==> src/rtl/ring_pkg.sv <==
// Shared encodings and seed helper for the parametrised ring/Johnson counter.
package ring_pkg;

  localparam int unsigned MAX_WIDTH = 32;

  typedef enum logic {
    MODE_RING    = 1'b0,
    MODE_JOHNSON = 1'b1
  } mode_e;

  typedef enum logic {
    DIR_LEFT  = 1'b0,
    DIR_RIGHT = 1'b1
  } dir_e;

  // Ring seeds with bit0 set; Johnson seeds with all zeros.
  function automatic logic [MAX_WIDTH-1:0] seed(input mode_e m, input int unsigned w);
    logic [MAX_WIDTH-1:0] s;
    s = '0;
    if (m == MODE_RING && w != 0) s[0] = 1'b1;
    return s;
  endfunction

endpackage

==> src/rtl/ring_phase_decode.sv <==
// Combinational legality check and phase decode of a counter pattern.
module ring_phase_decode
  import ring_pkg::*;
#(
  parameter int unsigned WIDTH = 4,
  parameter int unsigned PW    = $clog2(2*WIDTH)
) (
  input  logic [WIDTH-1:0] i_pattern,
  input  logic             i_mode,
  output logic             o_legal,
  output logic [PW-1:0]    o_phase
);

  int unsigned      w_count;
  logic [PW-1:0]    w_idx;
  logic [WIDTH-1:0] w_lo_mask;
  logic [WIDTH-1:0] w_hi_mask;

  always_comb begin
    w_count   = 0;
    w_idx     = '0;
    w_lo_mask = '0;
    w_hi_mask = '0;
    o_legal   = 1'b0;
    o_phase   = '0;

    for (int unsigned i = 0; i < WIDTH; i++) begin
      if (i_pattern[i]) begin
        w_count = w_count + 1;
        w_idx   = PW'(i);
      end
    end

    // Reference runs of w_count ones anchored at either end of the register.
    for (int unsigned i = 0; i < WIDTH; i++) begin
      w_lo_mask[i] = (i < w_count);
      w_hi_mask[i] = (i >= WIDTH - w_count);
    end

    if (i_mode == MODE_RING) begin
      o_legal = (w_count == 1);
      o_phase = w_idx;
    end else if (i_pattern == w_lo_mask) begin
      o_legal = 1'b1;
      o_phase = PW'(w_count);
    end else if (i_pattern == w_hi_mask) begin
      o_legal = 1'b1;
      o_phase = PW'(2*WIDTH - w_count);
    end
  end

endmodule

==> src/rtl/param_ring_counter.sv <==
// WIDTH-bit ring / Johnson counter with load, direction, phase and wrap.
// Optional RING_SELF_CORRECT_EN reseeds the counter from any illegal state.
module param_ring_counter
  import ring_pkg::*;
#(
  parameter int unsigned WIDTH = 4,
  parameter int unsigned PW    = $clog2(2*WIDTH)
) (
  input  logic             clk,
  input  logic             reset,
  input  logic             en,
  input  logic             mode,
  input  logic             dir,
  input  logic             load,
  input  logic [WIDTH-1:0] load_val,
  output logic [WIDTH-1:0] out,
  output logic [PW-1:0]    phase,
  output logic             wrap,
  output logic             load_err
);

  localparam logic [PW-1:0] RING_LAST = PW'(WIDTH - 1);
  localparam logic [PW-1:0] JOHN_LAST = PW'(2*WIDTH - 1);

  mode_e            r_mode_q;
  logic [WIDTH-1:0] r_out;
  logic [PW-1:0]    r_phase;
  logic             r_wrap;
  logic             r_load_err;

  mode_e            w_mode_in;
  logic [WIDTH-1:0] w_seed_q;
  logic [WIDTH-1:0] w_seed_in;
  logic [WIDTH-1:0] w_step_out;
  logic [PW-1:0]    w_step_phase;
  logic [PW-1:0]    w_last;
  logic             w_load_legal;
  logic [PW-1:0]    w_load_phase;

  assign w_mode_in = mode_e'(mode);
  assign w_seed_q  = WIDTH'(seed(r_mode_q, WIDTH));
  assign w_seed_in = WIDTH'(seed(w_mode_in, WIDTH));
  assign w_last    = (r_mode_q == MODE_RING) ? RING_LAST : JOHN_LAST;

  ring_phase_decode #(.WIDTH(WIDTH), .PW(PW)) u_load_decode (
    .i_pattern (load_val),
    .i_mode    (mode),
    .o_legal   (w_load_legal),
    .o_phase   (w_load_phase)
  );

`ifdef RING_SELF_CORRECT_EN
  logic w_cur_legal;

  ring_phase_decode #(.WIDTH(WIDTH), .PW(PW)) u_state_decode (
    .i_pattern (r_out),
    .i_mode    (r_mode_q),
    .o_legal   (w_cur_legal),
    .o_phase   ()
  );
`endif

  always_comb begin
    w_step_out   = r_out;
    w_step_phase = r_phase;
    if (dir == DIR_LEFT) begin
      if (r_mode_q == MODE_RING) w_step_out = {r_out[WIDTH-2:0], r_out[WIDTH-1]};
      else                       w_step_out = {r_out[WIDTH-2:0], ~r_out[WIDTH-1]};
      w_step_phase = (r_phase == w_last) ? '0 : r_phase + PW'(1);
    end else begin
      if (r_mode_q == MODE_RING) w_step_out = {r_out[0], r_out[WIDTH-1:1]};
      else                       w_step_out = {~r_out[0], r_out[WIDTH-1:1]};
      w_step_phase = (r_phase == '0) ? w_last : r_phase - PW'(1);
    end
  end

  // wrap and load_err are single-cycle pulses: cleared on every edge unless re-raised.
  always_ff @(posedge clk) begin
    r_wrap     <= 1'b0;
    r_load_err <= 1'b0;
    if (!reset) begin
      r_mode_q <= w_mode_in;
      r_out    <= w_seed_in;
      r_phase  <= '0;
    end
`ifdef RING_SELF_CORRECT_EN
    else if (!w_cur_legal) begin
      r_out   <= w_seed_q;
      r_phase <= '0;
    end
`endif
    else if (load) begin
      if (w_load_legal) begin
        r_out    <= load_val;
        r_phase  <= w_load_phase;
        r_mode_q <= w_mode_in;
      end else begin
        r_load_err <= 1'b1;
      end
    end else if (w_mode_in != r_mode_q) begin
      r_mode_q <= w_mode_in;
      r_out    <= w_seed_in;
      r_phase  <= '0;
    end else if (en) begin
      r_out   <= w_step_out;
      r_phase <= w_step_phase;
      r_wrap  <= (w_step_out == w_seed_q);
    end
  end

  assign out      = r_out;
  assign phase    = r_phase;
  assign wrap     = r_wrap;
  assign load_err = r_load_err;

endmodule

==> config.mk <==
export PLATFORM = sky130hd
export DESIGN_NAME = param_ring_counter
export DESIGN_NICKNAME = d
export VERILOG_FILES = /design/src/rtl/ring_pkg.sv /design/src/rtl/ring_phase_decode.sv /design/src/rtl/param_ring_counter.sv
export SDC_FILE = /design/constraint.sdc
export NUM_CORES = 1
export LEC_CHECK = 0
export BUFFER_PORTS_ARGS = -buffer_cell sky130_fd_sc_hd__buf_4
export CORE_ASPECT_RATIO = 0.6
export CORE_MARGIN = 3
export CORE_UTILIZATION = 50
export CTS_BUF_LIST = sky130_fd_sc_hd__clkbuf_8
export DETAILED_ROUTE_END_ITERATION = 6
export MAX_ROUTING_LAYER = met4
export PLACE_DENSITY = 0.71
export SLEW_MARGIN = 5
export SYNTH_ARGS = -nofsm -noshare
export SYNTH_HDL_FRONTEND = slang
export SYNTH_HIERARCHICAL = 1
export SYNTH_SLANG_ARGS = --single-unit
==> constraint.sdc <==
create_clock -name clk -period 4.1 [get_ports clk]
set_clock_uncertainty 0.05 [all_clocks]
set_input_delay 0.205 -clock clk [delete_from_list [all_inputs] [get_ports clk]]
set_output_delay 0.205 -clock clk [all_outputs]
set_load 0.01 [all_outputs]
==> flow_summary.toml <==
[status]
status = "completed"

[worst_setup_path]
crit_type = "primary input to register"
max_stage_delay_ns = 0.41
required_ns = 4.19
arrival_ns = 3.86
critical_path.startpoint = "load_val[0]"
r2r_slack_ns = 2.26
reg2regPathDepth = 5
worst-path-max-fanout = 13
rr_endpoint = "out[2]$_SDFFE_PN0P_"
slowest_stage = "a2111oi_0"
end_kind = "register"
cpMostUsedCell = "mux2i_1"
start_kind = "primary input"
r2r_start = "r_mode_q$_DFFE_PP_"
path_cells = "buf_4 -> inv_1 -> ha_1 -> mux2i_1 -> mux2i_1 -> or2_4 -> ha_1 -> inv_1 -> a2111oi_0 -> a31oi_1 -> o31a_1 -> o31a_1 -> mux2i_1 -> nand2b_1 -> o21a_1 -> nor2_1 -> nor3b_1"

[timing]
maxSlewHeadroom_pct = 66.1
finalSetupViolations = 0
max_freq_mhz = 265
worst_slack_ns = 0.331
final.setup.tns_ns = 0
final-hold-violation-count = 0
fin_crit_sh_pct = 91.9
rsz0062_at_grt = "false"
slew_violations = 0
min_period_ns = 3.77
worst_slew_pin_slew_ns = 0.505

[route]
dr.pass1.iters = 5
via_per_inst = 6.50
drtIter0Drc = 248
drt_wl_total_mm = 3.85
ant_nets = 0
drc = 0
wire_per_inst_um = 17.2
vias = 1456

[clock_network]
cts_made_buffers = 3
cts_tree = "yes"
clk_latency_ns = 0.24
cts-root-buf = "clkbuf_8"
clockBufferDepth = 2
path_clk_slew_ns = 0.05
cts-htree-levels = 1
ctsHoldBuffers = 0
cts.sinks = 10
cts_setup_buffers = 0

[logic_synthesis]
ys_seq_elements = 10
async_flop_share_pct = 0
seq_area_frac_synth_pct = 15.2
yosysUniqueCellTypes = 55
syn_nets = 207
synth.cell_area_um2 = 1450
avgSynthCellArea_um2 = 7.97
yosys_warnings = 6
synth_cells = 182
synth_flop_cell = "dfxtp_1"
synth_edf_count = 2

[cells_and_area]
num-nets-final = 219
n_antenna_cell = 0
areaGrowthSynthToFinish_pct = 10.1
layout-drive-gt1-share_pct = 20.3

[power_and_ir_drop]
intPower_uw = 278
swShare_pct = 40.6
p_sw_uw = 190
irDropWorstVdd_mv = 0.171
p_seq_share_pct = 27.2
leakagePower_nw = 0.659
p_comb_share_pct = 50.7
power_frac_clock_pct = 22.1
power_density_nw_per_um2 = 293

[floorplan]
fp-row-count = 14
coreArea_um2 = 2630
initial_utilization_pct = 55.2
die-area_um2 = 3600
fp.dieH_um = 47.7
die_x_um = 75.5
io_pins = 19

[min_path]
hold_path.class = "primary input to register"
min_path_cells = 1
hold_path_startpoint = "mode"
holdPathEnd = "r_mode_q$_DFFE_PP_"

[global_route]
grt-ovfl-total = 0
grt_pass1_wl_mm = 5.84
grt_pass1_vias = 1196
track_usage_pct = 22.8
grt_max_degree = 21
grt_antenna_before_repair = 0

[placed_design]
dp_slack_ns = 0.0921
port_buffers = 18
hpwlAfterDp_mm = 2.90
gp_congestion = 0.929

[flow_run]
drv_cap = 0
[cell type report]
| type | count | area [um^2] |
|---|---|---|
| multi-input combinational | 147 | 1090 |
| fill | 220 | 1030 |
| sequential | 10 | 220 |
| timing repair buffer | 22 | 165 |
| clock buffer | 3 | 41.3 |
| tap | 32 | 40.0 |
| inverter | 10 | 37.5 |
[synthesized netlist by cell type, drive strengths merged (2+ instances only)]
cell,number,area [um^2]
a2111oi,2,36.3
a211oi,2,15.0
a21oi,7,38.8
a221oi,4,47.6
a31oi,2,12.5
buf,12,96.3
clkbuf,3,11.3
dfxtp,8,160
edfxtp,2,60.1
ha,15,188
inv,10,37.5
mux2i,7,70.1
nand2,19,71.3
nand2b,6,45.0
nand3,8,40.0
nand3b,2,15.0
nand4,2,12.5
nor2,10,37.5
nor2b,5,38.8
nor3,4,20.0
o2111ai,2,17.5
o21ai,16,91.3
o221ai,2,17.5
o31a,2,17.5
o31ai,2,15.0
or3,2,12.5
xnor2,8,70.1
[state kept, by name, summed over array words and instances (netlist names)]
name and cells:
load_err 1, phase 3, wrap 1, out 4, r_mode_q 1
[power groups by stage]
stage                     Sequential [mW]  Combinational (mW)  Clock [mW]
after detailed placement            0.129               0.228           0
after CTS                           0.127               0.230       0.105
after global placement              0.128               0.222           0
after global routing                0.129               0.258       0.111
final                               0.127               0.237       0.103
after floorplan                     0.128               0.170           0
[worst max-delay path by stage]
stage | slack, ns | cells after the start | end
floorplan | 0.33 | 20 | out[2]$_SDFFE_PN0P_
global placement | 0.31 | 18 | out[3]$_SDFFE_PN0P_
detailed placement | 0.09 | 18 | out[2]$_SDFFE_PN0P_
CTS | 0.31 | 18 | out[2]$_SDFFE_PN0P_
global route | 0.03 | 17 | out[2]$_SDFFE_PN0P_
finish | 0.33 | 17 | out[2]$_SDFFE_PN0P_
[cells in the final DEF (no fill, tap or decap), types with 5 or more instances in the layout]
master | Yosys | routed
buf_4 | 0 | 22
nand2_1 | 19 | 19
ha_1 | 15 | 15
nor2_1 | 10 | 10
o21ai_0 | 10 | 10
inv_1 | 9 | 9
xnor2_1 | 8 | 8
nand3_1 | 8 | 8
dfxtp_1 | 8 | 8
mux2i_1 | 7 | 7
a21oi_1 | 6 | 6
nand2b_1 | 5 | 5
[critical path: cells and delay by family]
kind / cells / cell delay (ns)
buffers and inverters: 3 / 0.37
multiplexers: 3 / 0.74
AND/OR/NAND/NOR: 4 / 0.76
adder cells (fa/ha/maj): 2 / 0.42
AO/OA/AOI/OAI: 5 / 1.36
[what timing repair did]
item,CTS,global route
setup endpoints to repair,0,5
gates resized for setup,0,2
hold endpoints to repair,0,0
[through the flow]
step / util, % / hold WS, ns / instances / area [um^2] / power (mW)
after floorplan: - / 0.254 / 182 / 1450 / 0.298
after global placement: 58.9 / 0.418 / 221 / 1550 / 0.350
after detailed placement: 58.9 / 0.420 / 221 / 1550 / 0.356
after CTS: 60.5 / 0.173 / 224 / 1590 / 0.462
after global routing: 60.8 / 0.182 / 224 / 1600 / 0.498
final: 60.8 / 0.179 / 224 / 1600 / 0.468
[layer usage]
metal	vias up	track usage, %	part of all wire, %
met1	660	31.2	45
met4	0	4.88	0.99
met3	7	9.64	13
met5	-	-	0
met2	108	30.5	41
li1	681	-	-
[cell families after synthesis]
group / share of synthesized area [%]
mux: 5.87
simple gates: 25.6
other cells: 0.259
compound gates: 25.3
xor+xnor: 4.83
buf+inv: 10.0
fa+ha+maj: 12.9
flops: 15.2
(Power assumes the default switching activity.)
